**src/rtl/bbc_pkg.sv**
```systemverilog
// Shared types, defaults and the hex display lookup
// for the up/down count monitor.
package bbc_pkg;

  localparam int CNT_W_DEF  = 4;
  localparam int WRAP_W_DEF = 8;

  typedef enum logic [1:0] {
    INIT,
    TRACK,
    FAULT
  } state_e;

  // Bit order {g,f,e,d,c,b,a}, active-high.
  localparam logic [6:0] SEG_ZERO = 7'b0111111;

  function automatic logic [6:0] hex7(input logic [3:0] v);
    logic [6:0] s;
    s = SEG_ZERO;
    case (v)
      4'h0: s = 7'b0111111;
      4'h1: s = 7'b0000110;
      4'h2: s = 7'b1011011;
      4'h3: s = 7'b1001111;
      4'h4: s = 7'b1100110;
      4'h5: s = 7'b1101101;
      4'h6: s = 7'b1111101;
      4'h7: s = 7'b0000111;
      4'h8: s = 7'b1111111;
      4'h9: s = 7'b1101111;
      4'hA: s = 7'b1110111;
      4'hB: s = 7'b1111100;
      4'hC: s = 7'b0111001;
      4'hD: s = 7'b1011110;
      4'hE: s = 7'b1111001;
      4'hF: s = 7'b1110001;
      default: s = SEG_ZERO;
    endcase
    return s;
  endfunction

endpackage

```
**src/rtl/bbc_sat_counter.sv**
```systemverilog
// Saturating incrementer with synchronous clear.
// Ports: clk, reset, clr_i, inc_i -> cnt_o.
module bbc_sat_counter
  import bbc_pkg::*;
#(
  parameter int W = WRAP_W_DEF
) (
  input  logic         clk,
  input  logic         reset,
  input  logic         clr_i,
  input  logic         inc_i,
  output logic [W-1:0] cnt_o
);

  localparam logic [W-1:0] MAXV = '1;
  localparam logic [W-1:0] ONE  = W'(1);

  logic [W-1:0] cnt_q;
  logic [W-1:0] cnt_d;

  always_comb begin
    cnt_d = cnt_q;
    if (clr_i)
      cnt_d = '0;
    else if (inc_i && cnt_q != MAXV)
      cnt_d = cnt_q + ONE;
  end

  always_ff @(posedge clk) begin
    if (reset) cnt_q <= '0;
    else       cnt_q <= cnt_d;
  end

  assign cnt_o = cnt_q;

endmodule

```
**src/rtl/bbc_count_monitor.sv**
```systemverilog
// Checks each count sample for a legal +/-1 step, tallies wraps,
// flags illegal steps, and drives a hex display of the last sample.
// Ports: clk, reset, count_i, dir_i, clr_i -> seg_o, up_wrap_o,
// down_wrap_o, up_wraps_o, down_wraps_o, fault_o, irq_o.
module bbc_count_monitor
  import bbc_pkg::*;
#(
  parameter int CNT_W  = CNT_W_DEF,
  parameter int WRAP_W = WRAP_W_DEF
) (
  input  logic              clk,
  input  logic              reset,
  input  logic [CNT_W-1:0]  count_i,
  input  logic              dir_i,
  input  logic              clr_i,
  output logic [6:0]        seg_o,
  output logic              up_wrap_o,
  output logic              down_wrap_o,
  output logic [WRAP_W-1:0] up_wraps_o,
  output logic [WRAP_W-1:0] down_wraps_o,
  output logic              fault_o,
  output logic              irq_o
);

  localparam logic [CNT_W-1:0] MAXV = '1;
  localparam logic [CNT_W-1:0] ONE  = CNT_W'(1);

  state_e           state_q;
  logic [CNT_W-1:0] prev_q;
  logic             dir_q;
  logic [6:0]       seg_q;
  logic             up_wrap_q;
  logic             down_wrap_q;
  logic             fault_q;
  logic             irq_q;

  logic [CNT_W-1:0] inc_v;
  logic [CNT_W-1:0] dec_v;
  logic             hold;
  logic             step_up;
  logic             step_dn;
  logic             in_track;
  logic             up_ev;
  logic             dn_ev;
  logic             bad;

  assign inc_v = prev_q + ONE;
  assign dec_v = prev_q - ONE;

  // dir_q is the direction the counter used to produce count_i.
  always_comb begin
    in_track = (state_q == TRACK);
    hold     = (count_i == prev_q);
    step_up  = dir_q && (count_i == inc_v);
    step_dn  = !dir_q && (count_i == dec_v);
    up_ev    = in_track && step_up && (prev_q == MAXV);
    dn_ev    = in_track && step_dn && (prev_q == '0);
    bad      = in_track && !(hold || step_up || step_dn);
  end

  always_ff @(posedge clk) begin
    if (reset) begin
      state_q     <= INIT;
      prev_q      <= '0;
      dir_q       <= 1'b0;
      seg_q       <= SEG_ZERO;
      up_wrap_q   <= 1'b0;
      down_wrap_q <= 1'b0;
      fault_q     <= 1'b0;
      irq_q       <= 1'b0;
    end else begin
      prev_q      <= count_i;
      dir_q       <= dir_i;
      seg_q       <= hex7(4'(count_i));
      up_wrap_q   <= 1'b0;
      down_wrap_q <= 1'b0;
      irq_q       <= 1'b0;
      if (clr_i) begin
        state_q <= INIT;
        fault_q <= 1'b0;
      end else begin
        unique case (state_q)
          INIT: state_q <= TRACK;
          TRACK: begin
            up_wrap_q   <= up_ev;
            down_wrap_q <= dn_ev;
            if (bad) begin
              state_q <= FAULT;
              fault_q <= 1'b1;
              irq_q   <= 1'b1;
            end
          end
          default: state_q <= FAULT;
        endcase
      end
    end
  end

  bbc_sat_counter #(.W(WRAP_W)) u_up_tally (
    .clk   (clk),
    .reset (reset),
    .clr_i (clr_i),
    .inc_i (up_ev && !clr_i),
    .cnt_o (up_wraps_o)
  );

  bbc_sat_counter #(.W(WRAP_W)) u_dn_tally (
    .clk   (clk),
    .reset (reset),
    .clr_i (clr_i),
    .inc_i (dn_ev && !clr_i),
    .cnt_o (down_wraps_o)
  );

  assign seg_o       = seg_q;
  assign up_wrap_o   = up_wrap_q;
  assign down_wrap_o = down_wrap_q;
  assign fault_o     = fault_q;
  assign irq_o       = irq_q;

endmodule

```
**config.mk**
```make
export PLATFORM = sky130hd
export DESIGN_NAME = bbc_count_monitor
export DESIGN_NICKNAME = d
export VERILOG_FILES = /design/src/rtl/bbc_pkg.sv /design/src/rtl/bbc_sat_counter.sv /design/src/rtl/bbc_count_monitor.sv
export SDC_FILE = /design/constraint.sdc
export NUM_CORES = 1
export LEC_CHECK = 0
export BUFFER_PORTS_ARGS = -buffer_cell sky130_fd_sc_hd__buf_2
export CELL_PAD_IN_SITES_DETAIL_PLACEMENT = 0
export CELL_PAD_IN_SITES_GLOBAL_PLACEMENT = 2
export CORE_ASPECT_RATIO = 0.6
export CORE_MARGIN = 2
export CORE_UTILIZATION = 30
export DETAILED_ROUTE_END_ITERATION = 10
export PLACE_DENSITY_LB_ADDON = 0.1
export SLEW_MARGIN = 20
export SYNTH_ARGS = -nofsm -noshare
export SYNTH_HDL_FRONTEND = slang
export SYNTH_HIERARCHICAL = 1
export SYNTH_SLANG_ARGS = --single-unit
```
**constraint.sdc**
```tcl
create_clock -name clk -period 2.6 [get_ports clk]
set_clock_uncertainty 0.15 [all_clocks]
set_input_delay 0.26 -clock clk [delete_from_list [all_inputs] [get_ports clk]]
set_output_delay 0.26 -clock clk [all_outputs]
set_load 0.01 [all_outputs]
```
==> flow_summary.rst <==
.. list-table::
   :header-rows: 1

   * - Metric
     - Value
   * - Clock tree sinks
     - 34
   * - Post-place instance area
     - 2130 um^2
   * - MaxCap Viol Count
     - 0
   * - Max Slew Vio Count
     - 0
   * - Headroom to the max-slew limit
     - 61.8%
   * - Clock buffers created by TritonCTS
     - 5
   * - Leading cell types by count after synthesis
     - 34 x sky130_fd_sc_hd__dfxtp_1, 22 x sky130_fd_sc_hd__nand2_1, 12 x sky130_fd_sc_hd__a21oi_1, 12 x sky130_fd_sc_hd__ha_1, 10 x sky130_fd_sc_hd__nor2_1
   * - Leakage power summed over all cells
     - 0.959 nW
   * - Cell area power density
     - 481 nW/um^2
   * - Clk_lat worst skew
     - 280 ps
   * - Hold Violations, Final
     - 0
   * - Share of cells above drive strength 1
     - 27.4%
   * - Count of input and output buffers
     - 34
   * - Post-Syn Area
     - 1830 um^2
   * - Initial Util
     - 31.9%
   * - Max VDD drop
     - 0.185 mV
   * - Critical path class
     - reg -> reg
   * - Worst hold path type
     - in -> reg
   * - Number of enable flip-flop cells after synthesis
     - 0
   * - Length of the first detailed-routing pass in iterations
     - 4
   * - Share of async-settable or async-resettable flops after synthesis
     - 0%
   * - Yosys warning count
     - 6
   * - Startpoint type of the worst setup path
     - register
   * - Portion of synthesized cell area occupied by the leading cell type
     - 37.3%
   * - Synthesized net count
     - 223
   * - Non-filler instance count after layout
     - 332
   * - Most instantiated library cell after synthesis
     - sky130_fd_sc_hd__dfxtp_1
   * - Dpl cells
     - 321
   * - Pin count of the biggest net entering global routing
     - 28
   * - Final Cell Area
     - 2270 um^2
   * - Cell row count
     - 21
   * - Nets@finish
     - 271
   * - Number of hold-repair buffers added at the cts stage
     - 0
   * - Via count of the first global-routing pass
     - 1466
   * - Sum of routed wire length over all layers
     - 4400 um
   * - Number of buffers on the longest clock path
     - 2
   * - Total negative slack for setup checks
     - 0 ps
   * - Final setup viols
     - 0
   * - Die width
     - 105 um
   * - Number of diodes
     - 0
   * - Vertical extent of the die
     - 64.4 um
   * - Crit path capture type
     - register
   * - Post-Route Utilization
     - 39.7%
   * - Final HPWL from detailed placement
     - 3130 um
   * - Clock tree from TritonCTS
     - yes
   * - Number of vias in the routed layout
     - 1636
   * - Clock-pin slew of the registers on the worst-case setup and hold paths
     - 70 ps
   * - Run status
     - finished clean
   * - Slew at the pin with the worst max-slew slack
     - 573 ps
   * - Biggest area contributors in the synthesized netlist
     - sky130_fd_sc_hd__dfxtp_1 37%, sky130_fd_sc_hd__ha_1 8.2%, sky130_fd_sc_hd__nand2_1 4.5%, sky130_fd_sc_hd__mux2i_1 4.4%, sky130_fd_sc_hd__a21oi_1 3.3%
   * - Number of distinct library cells after synthesis
     - 38
   * - Via density
     - 4.93
   * - Layout fillers
     - 611
   * - CTS root buf
     - sky130_fd_sc_hd__clkbuf_8
   * - Die Outline Area
     - 6750 um^2
   * - CTS H-tree lvls
     - 2
   * - DRC violation count after routing
     - 0
   * - Std-Cell Core Area
     - 5730 um^2
   * - Library cell occupying the most area in the post-synthesis netlist
     - sky130_fd_sc_hd__dfxtp_1
   * - Average wire per cell in the routed design
     - 13.3 um
   * - Timing-limited maximum frequency
     - 397 MHz
   * - Final GP Congestion
     - 0.786
   * - Mapped Cells
     - 203
   * - Number of antenna violations at the first check in global routing
     - 0
   * - Minimum period implied by the final worst setup slack
     - 2520 ps
   * - Post-synth top flop
     - sky130_fd_sc_hd__dfxtp_1
   * - Highest fanout seen on the critical path
     - 5
   * - Share of the clock period used by the worst path after layout
     - 97.0%
   * - # IOs
     - 35
   * - Drt initial violations
     - 59
   * - Sequential cell area fraction in the yosys report
     - 37.3%
   * - Hold Slack
     - 35.3 ps
   * - GR Overflow Total
     - 0
   * - Yosys reg bits
     - 34
   * - Wire length of the first global-routing pass
     - 7260 um
   * - Area growth from synthesis to final layout
     - 24.5%
   * - Required time reported for the critical path endpoint
     - 2630 ps
   * - Arrival time of data at the critical path endpoint
     - 2550 ps
   * - Global router's overall resource usage
     - 13.5%
   * - Average cell area after synthesis
     - 9.00 um^2
   * - Residual antenna-violating net count after detailed routing
     - 0
## through the flow
step,power [mW],setup WS [ps]
global placement,0.687,28.5
finish,1.09,78.9
CTS,1.10,0.391
detailed placement,0.687,-7.69
floorplan,0.634,9.30
global route,1.15,-49.6
## final cells by class
cell class | count | area, um^2 | share of cell area, %
multi-input combinational | 154 | 1100 | 48.3
sequential | 34 | 682 | 30.0
timing repair buffer | 47 | 268 | 11.8
tap | 80 | 100 | 4.40
clock buffer | 7 | 86.3 | 3.80
inverter | 9 | 33.8 | 1.49
clock inverter | 1 | 5.00 | 0.220
## layer usage
metal  routed length (um)  up-vias  GRT usage (%)
met4                   52        0           4.17
met2                 1780       37           19.5
li1                     -      828              -
met3                  198        5           3.92
met5                    0        -              0
met1                 2370      766           19.2
## power breakdown
group	internal, mW	switching, mW	total (mW)
Combinational	0.0606	0.0815	0.142
Clock	0.214	0.196	0.410
Sequential	0.535	0.00733	0.542
## kinds of logic (layout without fill, tap and decap cells)
logic type | count (synthesis) | count (layout) | synth area share (%)
simple gates | 86 | 86 | 25.5
compound gates | 39 | 39 | 16.0
flops | 34 | 34 | 37.3
buf+inv | 15 | 64 | 3.97
fa+ha+maj | 12 | 12 | 8.22
xor+xnor | 9 | 9 | 4.73
mux | 8 | 8 | 4.38
## sequential cells by signal, indices dropped and copies added, names as in the netlist, 2 cells and up
| signal | cells |
|---|---|
| prev_q | 4 |
| seg_o | 7 |
| state_q | 2 |
| u_dn_tally/cnt_o | 8 |
| u_up_tally/cnt_o | 8 |
## path summary, 6_finish.rpt
kind	startpoint	endpoint	slack, ps	depth (start not counted)
worst max-delay path	prev_q[0]$_SDFF_PP0_	u_dn_tally/cnt_o[6]$_SDFFE_PP0P_	80	10
worst min-delay path	dir_i	dir_q$_SDFF_PP0_	40	2
worst max register to register	prev_q[0]$_SDFF_PP0_	u_dn_tally/cnt_o[6]$_SDFFE_PP0P_	80	10
worst min register to register	fault_o$_SDFFE_PP0P_	fault_o$_SDFFE_PP0P_	310	2
## placed cells by master (no fill, tap or decap), types with 4 or more instances in the layout
cell	n
sky130_fd_sc_hd__a21boi_1	4
sky130_fd_sc_hd__a21oi_1	12
sky130_fd_sc_hd__and3_1	7
sky130_fd_sc_hd__buf_2	34
sky130_fd_sc_hd__buf_4	13
sky130_fd_sc_hd__clkbuf_8	6
sky130_fd_sc_hd__dfxtp_1	33
sky130_fd_sc_hd__ha_1	12
sky130_fd_sc_hd__inv_1	9
sky130_fd_sc_hd__mux2i_1	8
sky130_fd_sc_hd__nand2_1	22
sky130_fd_sc_hd__nand3_1	7
sky130_fd_sc_hd__nand4_1	7
sky130_fd_sc_hd__nor2_1	10
sky130_fd_sc_hd__nor2b_1	4
sky130_fd_sc_hd__nor3_1	4
sky130_fd_sc_hd__o21ai_0	8
sky130_fd_sc_hd__or3_1	6
sky130_fd_sc_hd__xnor2_1	4
## what timing repair did
| action | in CTS | in global routing |
|---|---|---|
| endpoints found under the setup margin | 2 | 7 |
| buffers inserted | 1 | 2 |
| endpoints found under the hold margin | 0 | 0 |
| gates resized for setup | 1 | 7 |
| pin swaps | 0 | 6 |
## worst max-delay path, cell delays in order (launching register included)
cell,delay [ps]
sky130_fd_sc_hd__dfxtp_2,320
sky130_fd_sc_hd__inv_1,50
sky130_fd_sc_hd__ha_1,330
sky130_fd_sc_hd__xnor2_2,160
sky130_fd_sc_hd__nor3_2,230
sky130_fd_sc_hd__nand4_1,160
sky130_fd_sc_hd__nor3_2,180
sky130_fd_sc_hd__buf_4,150
sky130_fd_sc_hd__nand3_1,110
sky130_fd_sc_hd__or4_1,400
sky130_fd_sc_hd__and3_1,180
Note: power is estimated with default switching activity, not from simulation.
